==> src/rtl/bram_fifo.sv <==
`default_nettype none
// ============================================================================
// Module      : bram_fifo
// Description : Single-clock byte FIFO with storage in an inferred block RAM
//               and a registered read port. Read_data appears one clock after
//               a read is accepted and holds its value between reads.
// Ports       : Clk        - system clock, rising-edge active
//               Reset      - asynchronous, active-high reset
//               Read       - read request, accepted when not empty
//               Write      - write request, accepted when not full or when a
//                            read is accepted on the same edge
//               Write_data - data stored on an accepted write
//               FIFO_Empty - occupancy is zero
//               FIFO_Full  - occupancy equals depth
//               Read_data  - registered read data
//               Fill_count - current occupancy (only with FIFO_COUNT_EN)
// Options     : `define FIFO_COUNT_EN to add the Fill_count output.
// Revision    : 1.0 - initial release
// ============================================================================
module bram_fifo #(
    parameter int DATA_W = 8,
    parameter int ADDR_W = 4
) (
    input  logic              Clk,
    input  logic              Reset,
    input  logic              Read,
    input  logic              Write,
    input  logic [DATA_W-1:0] Write_data,
    output logic              FIFO_Empty,
    output logic              FIFO_Full,
    output logic [DATA_W-1:0] Read_data
`ifdef FIFO_COUNT_EN
    ,
    output logic [ADDR_W:0]   Fill_count
`endif
);

    localparam int            c_DEPTH   = 2 ** ADDR_W;
    localparam logic [ADDR_W:0] c_PTR_ONE = {{ADDR_W{1'b0}}, 1'b1};

    // Pointers carry one extra wrap bit so full and empty are distinguishable
    // when the address bits coincide.
    logic [ADDR_W:0]   r_wr_ptr_q;
    logic [ADDR_W:0]   w_wr_ptr_d;
    logic [ADDR_W:0]   r_rd_ptr_q;
    logic [ADDR_W:0]   w_rd_ptr_d;
    logic [DATA_W-1:0] r_read_data_q;
    logic [DATA_W-1:0] r_mem [c_DEPTH];

    logic              w_empty;
    logic              w_full;
    logic              w_rd_en;
    logic              w_wr_en;
    logic [ADDR_W-1:0] w_wr_addr;
    logic [ADDR_W-1:0] w_rd_addr;

    // Flags come straight from the registered pointers, so they respond to an
    // asynchronous reset without waiting for a clock edge.
    always_comb begin
        w_empty   = (r_wr_ptr_q == r_rd_ptr_q);
        w_full    = (r_wr_ptr_q[ADDR_W-1:0] == r_rd_ptr_q[ADDR_W-1:0]) &&
                    (r_wr_ptr_q[ADDR_W] != r_rd_ptr_q[ADDR_W]);
        w_rd_en   = Read & ~w_empty;
        // A write into a full FIFO is allowed when the head is leaving on
        // the same edge; the slot being overwritten is the one being read.
        w_wr_en   = Write & (~w_full | w_rd_en);
        w_wr_addr = r_wr_ptr_q[ADDR_W-1:0];
        w_rd_addr = r_rd_ptr_q[ADDR_W-1:0];
    end

    always_comb begin
        w_wr_ptr_d = r_wr_ptr_q;
        w_rd_ptr_d = r_rd_ptr_q;
        if (w_wr_en) begin
            w_wr_ptr_d = r_wr_ptr_q + c_PTR_ONE;
        end
        if (w_rd_en) begin
            w_rd_ptr_d = r_rd_ptr_q + c_PTR_ONE;
        end
    end

    always_ff @(posedge Clk or posedge Reset) begin
        if (Reset) begin
            r_wr_ptr_q <= '0;
            r_rd_ptr_q <= '0;
        end else begin
            r_wr_ptr_q <= w_wr_ptr_d;
            r_rd_ptr_q <= w_rd_ptr_d;
        end
    end

    // RAM array: no reset so it maps onto block RAM; contents survive reset.
    always_ff @(posedge Clk) begin
        if (w_wr_en) begin
            r_mem[w_wr_addr] <= Write_data;
        end
    end

    // Registered read port. Reading and writing the same address on one edge
    // returns the old word (read-before-write).
    always_ff @(posedge Clk or posedge Reset) begin
        if (Reset) begin
            r_read_data_q <= '0;
        end else if (w_rd_en) begin
            r_read_data_q <= r_mem[w_rd_addr];
        end
    end

    assign FIFO_Empty = w_empty;
    assign FIFO_Full  = w_full;
    assign Read_data  = r_read_data_q;

`ifdef FIFO_COUNT_EN
    logic [ADDR_W:0] r_count_q;
    logic [ADDR_W:0] w_count_d;

    always_comb begin
        w_count_d = r_count_q;
        case ({w_wr_en, w_rd_en})
            2'b10:   w_count_d = r_count_q + c_PTR_ONE;
            2'b01:   w_count_d = r_count_q - c_PTR_ONE;
            default: w_count_d = r_count_q;
        endcase
    end

    always_ff @(posedge Clk or posedge Reset) begin
        if (Reset) begin
            r_count_q <= '0;
        end else begin
            r_count_q <= w_count_d;
        end
    end

    assign Fill_count = r_count_q;
`endif

endmodule
`default_nettype wire

==> config.mk <==
export PLATFORM = sky130hd
export DESIGN_NAME = bram_fifo
export DESIGN_NICKNAME = d
export VERILOG_FILES = /design/src/rtl/bram_fifo.sv
export SDC_FILE = /design/constraint.sdc
export NUM_CORES = 1
export LEC_CHECK = 0
export BUFFER_PORTS_ARGS = -buffer_cell sky130_fd_sc_hd__buf_2
export CAP_MARGIN = 10
export CORE_AREA = 2 2 91 180
export CTS_BUF_LIST = sky130_fd_sc_hd__clkbuf_4 sky130_fd_sc_hd__clkbuf_8
export DETAILED_ROUTE_END_ITERATION = 10
export DIE_AREA = 0 0 93 182
export PLACE_DENSITY = 0.59
export SYNTH_ARGS = -nofsm -noshare
export SYNTH_HDL_FRONTEND = slang
export SYNTH_SLANG_ARGS = --single-unit
==> constraint.sdc <==
create_clock -name Clk -period 2.96 [get_ports Clk]
set_clock_uncertainty 0.1 [all_clocks]
set_input_delay 0.296 -clock Clk [delete_from_list [all_inputs] [get_ports Clk]]
set_output_delay 0.296 -clock Clk [all_outputs]
set_load 0.02 [all_outputs]
==> flow_summary_export.csv <==
group,metric,value,unit
floorplanning,core_area,15600,um^2
timing,worst_pin_slew,814,ps
global_routing,grt_usage,15.5,%
timing,setup-tns-final,0,ps
global_routing,met3_usage,3.78,%
placement,routabilityCongestion,0.797,
setup_path,end_kind,"flop",
clock_network,clock_latency,440,ps
timing,fin_crit,2650,ps
clock_network,root_buffer,"clkbuf_8",
setup_path,worst-path-max-fanout,15,
drt,dr.first_iter.drc_count,264,
timing,fin_crit_sh,89.7,%
global_routing,grt_pass1_wl,18.9,mm
floorplanning,die_h,182,um
power,vdd_ir_drop_max,495,uV
floorplanning,num_rows,65,
global_routing,grt_pass1_vias,3161,
clock_network,cts.repair.resized,0,
yosys,syn-num-nets,322,
floorplanning,io_pins,22,
global_routing,grt.overflow.total,0,
yosys,ys.flop_type,"edfxtp_1",
setup_path,slowest_stage,"dfrtp_1",
final_layout,nFillCells,1422,
drt,drt_wl_total,12.3,mm
placement,port_buffers,21,
power,leakagePower,2.31,nW
final_layout,multi_input_area,1520,um^2
power,power_density,963,nW/um^2
yosys,avgSynthCellArea,19.4,um^2
final_layout,nNetsFinal,359,
floorplanning,fp.dieW,93,um
clock_network,path_clk_slew,80,ps
drt,firstDrtPassIters,4,
timing,slew_viol_final,0,
global_routing,grt_busiest_layer,"met2",
setup_path,cpPeakStageDelay,720,ps
power,switchingPower,0.00211,W
setup_path,cp_cell_sequence,"xnor2_1 -> nand4_2 -> o31a_1 -> and3_1",
timing,setup_viol,0,
power,swShare,32.8,%
yosys,ys_seq_area_share,72.4,%
final_layout,areaGrowthSynthToFinish,12.8,%
drt,detail-route-antenna-nets,0,
global_routing,grt_max_degree,28,
power,power.total,0.00644,W
timing,hold_viol,0,
yosys,ys_types,33,
power,p_int,0.00433,W
setup_path,critPathArrivalTime,2620,ps
drt,drc_errors,0,
clock_network,cts-htree-levels,4,
drt,wl_per_cell,22.1,um
floorplanning,dieArea,16900,um^2
run,maxCapViolCount,0,
yosys,synthCells,305,
placement,dp_hpwl,8.51,mm
clock_network,clkSinkCount,146,
drt,viasPerCell,5.24,
floorplanning,start_util,38.0,%
timing,rsz0062_at_grt,"false",
power,seqPwrFrac,43.4,%
yosys,synth_area,5930,um^2
power,clkPwrFrac,23.7,%
setup_path,cp-start-kind,"flop",
yosys,async_flop_share,12.3,%
min_path,hp-class,"input pin to flop",
yosys,synth_seq_cells,146,
clock_network,clockBufferDepth,2,
setup_path,critPathKind,"flop to flop",
yosys,ys_warn_count,0,
clock_network,cts_buffers,17,
global_routing,grtUsageMet2,25.9,%
timing,max_freq,377,MHz
final_layout,drive_gt1_share,31.0,%
drt,num_vias,2912,
global_routing,antenna_found_initial,0,
final_layout,n_antenna_cell,0,
power,p_comb_share,32.9,%
status,outcome,"finished clean",
clock_network,cts_tree,"built",
setup_path,cp_data_required_time,2930,ps
final_layout,seq_area,4300,um^2
timing,maxSlewHeadroom,45.7,%
setup_path,cp_top_family,"simple AND/OR/NAND/NOR gates",
yosys,synth_edf_count,128,
setup_path,critPathBufInv,0,
global_routing,met1_usage,19.1,%
[per-layer routing]
layer | vias to the layer above | wire [um]
met3 | 19 | 419
met5 | - | 0
met2 | 65 | 6480
met4 | 0 | 355
li1 | 1303 | -
met1 | 1525 | 5020
[power groups by stage]
| stage | clock network, W | registers, W | logic [W] |
|---|---|---|---|
| final | 0.00152 | 0.00279 | 0.00212 |
| after global routing | 0.00163 | 0.00283 | 0.00230 |
| after CTS | 0.00154 | 0.00280 | 0.00216 |
| after detailed placement | 0 | 0.00285 | 0.00215 |
| after global placement | 0 | 0.00283 | 0.00210 |
| after floorplan | 0 | 0.00276 | 0.00158 |
[layout by cell type, fill, tap and decap left out, types with 3 or more instances in the layout]
cell type | synthesis | layout
clkinvlp_4 | 0 | 3
a221oi_1 | 8 | 8
clkinv_4 | 0 | 4
buf_4 | 1 | 13
and4_1 | 3 | 3
mux2_2 | 18 | 18
nor2_1 | 5 | 5
xnor2_1 | 13 | 13
inv_6 | 0 | 3
mux2i_1 | 16 | 16
a22o_1 | 8 | 8
and3_1 | 12 | 12
dfrtp_1 | 18 | 17
ha_1 | 5 | 5
inv_1 | 4 | 4
mux4_2 | 24 | 24
nor2b_1 | 4 | 4
edfxtp_1 | 128 | 128
buf_2 | 5 | 21
nand2b_1 | 8 | 8
clkbuf_8 | 0 | 17
[kinds of logic (layout without fill, tap and decap cells)]
logic type / count (synthesis) / after routing / synth area share (%)
compound gates: 24 / 24 / 3.48
xor+xnor: 14 / 14 / 2.07
fa+ha+maj: 5 / 5 / 1.06
buf+inv: 21 / 71 / 1.90
flops: 146 / 146 / 72.4
mux: 58 / 58 / 15.2
simple gates: 37 / 37 / 3.82
[worst reg2reg max path: stages, from the launching register on]
cell and delay, ps:
dfrtp_1 720, xnor2_1 260, nand4_2 150, o31a_1 420
and3_1 640
[final timing paths]
check / from / depth (start not counted) / slack [ps] / endpoint
setup / recovery: r_rd_ptr_q[1] / 4 / 310 / r_mem[8][5]
hold / removal: Write / 3 / 130 / r_wr_ptr_q[3]
setup reg to reg: r_rd_ptr_q[1] / 4 / 310 / r_mem[8][5]
hold reg to reg: Read_data[1] / 1 / 410 / Read_data[1]
max in group asynchronous: Reset / 3 / 1740 / r_rd_ptr_q[2]
min in group asynchronous: Reset / 3 / 460 / Read_data[6]
[Yosys cell counts (all sizes together) (5+ instances only)]
| master | count | area share [%] |
|---|---|---|
| ha | 5 | 1.1 |
| nand2b | 8 | 0.84 |
| nor2 | 5 | 0.32 |
| xnor2 | 13 | 1.9 |
| a22o | 8 | 1.2 |
| buf | 11 | 1.2 |
| a221oi | 8 | 1.2 |
| clkbuf | 6 | 0.40 |
| mux2 | 18 | 3.4 |
| dfrtp | 18 | 7.6 |
| mux4 | 24 | 9.1 |
| mux2i | 16 | 2.7 |
| and3 | 12 | 1.3 |
| edfxtp | 128 | 65 |
[layout make-up]
type                    count  share of cell area (%)
repair buffers             35                    3.18
well taps                 201                    3.76
inverters                   4                   0.225
clock inverters            15                    2.36
multi-input cells         138                    22.8
clock buffers              17                    3.50
flip-flops and latches    146                    64.2
[registers in the layout, indices dropped and copies added, names as in the netlist]
| name | cells |
|---|---|
| r_mem | 128 |
| r_wr_ptr_q | 5 |
| Read_data | 8 |
| r_rd_ptr_q | 5 |
[timing repair]
item / 4_1_cts / 5_1_grt
endpoints found under the hold margin: 18 / 0
setup buffers: 0 / 0
setup endpoints to repair: 0 / 0
hold buffers: 1 / 0
[stage by stage]
stage	area [um^2]	hold WS, ps	instances	util [%]	setup slack, ps
after global routing	6690	111	556	42.8	108
after floorplan	5930	135	305	-	828
after detailed placement	6290	389	523	40.3	278
after CTS	6690	97.8	556	42.8	274
final	6690	126	556	42.8	305
after global placement	6290	378	523	40.3	330
No activity file was read; power rests on OpenSTA's default activity.
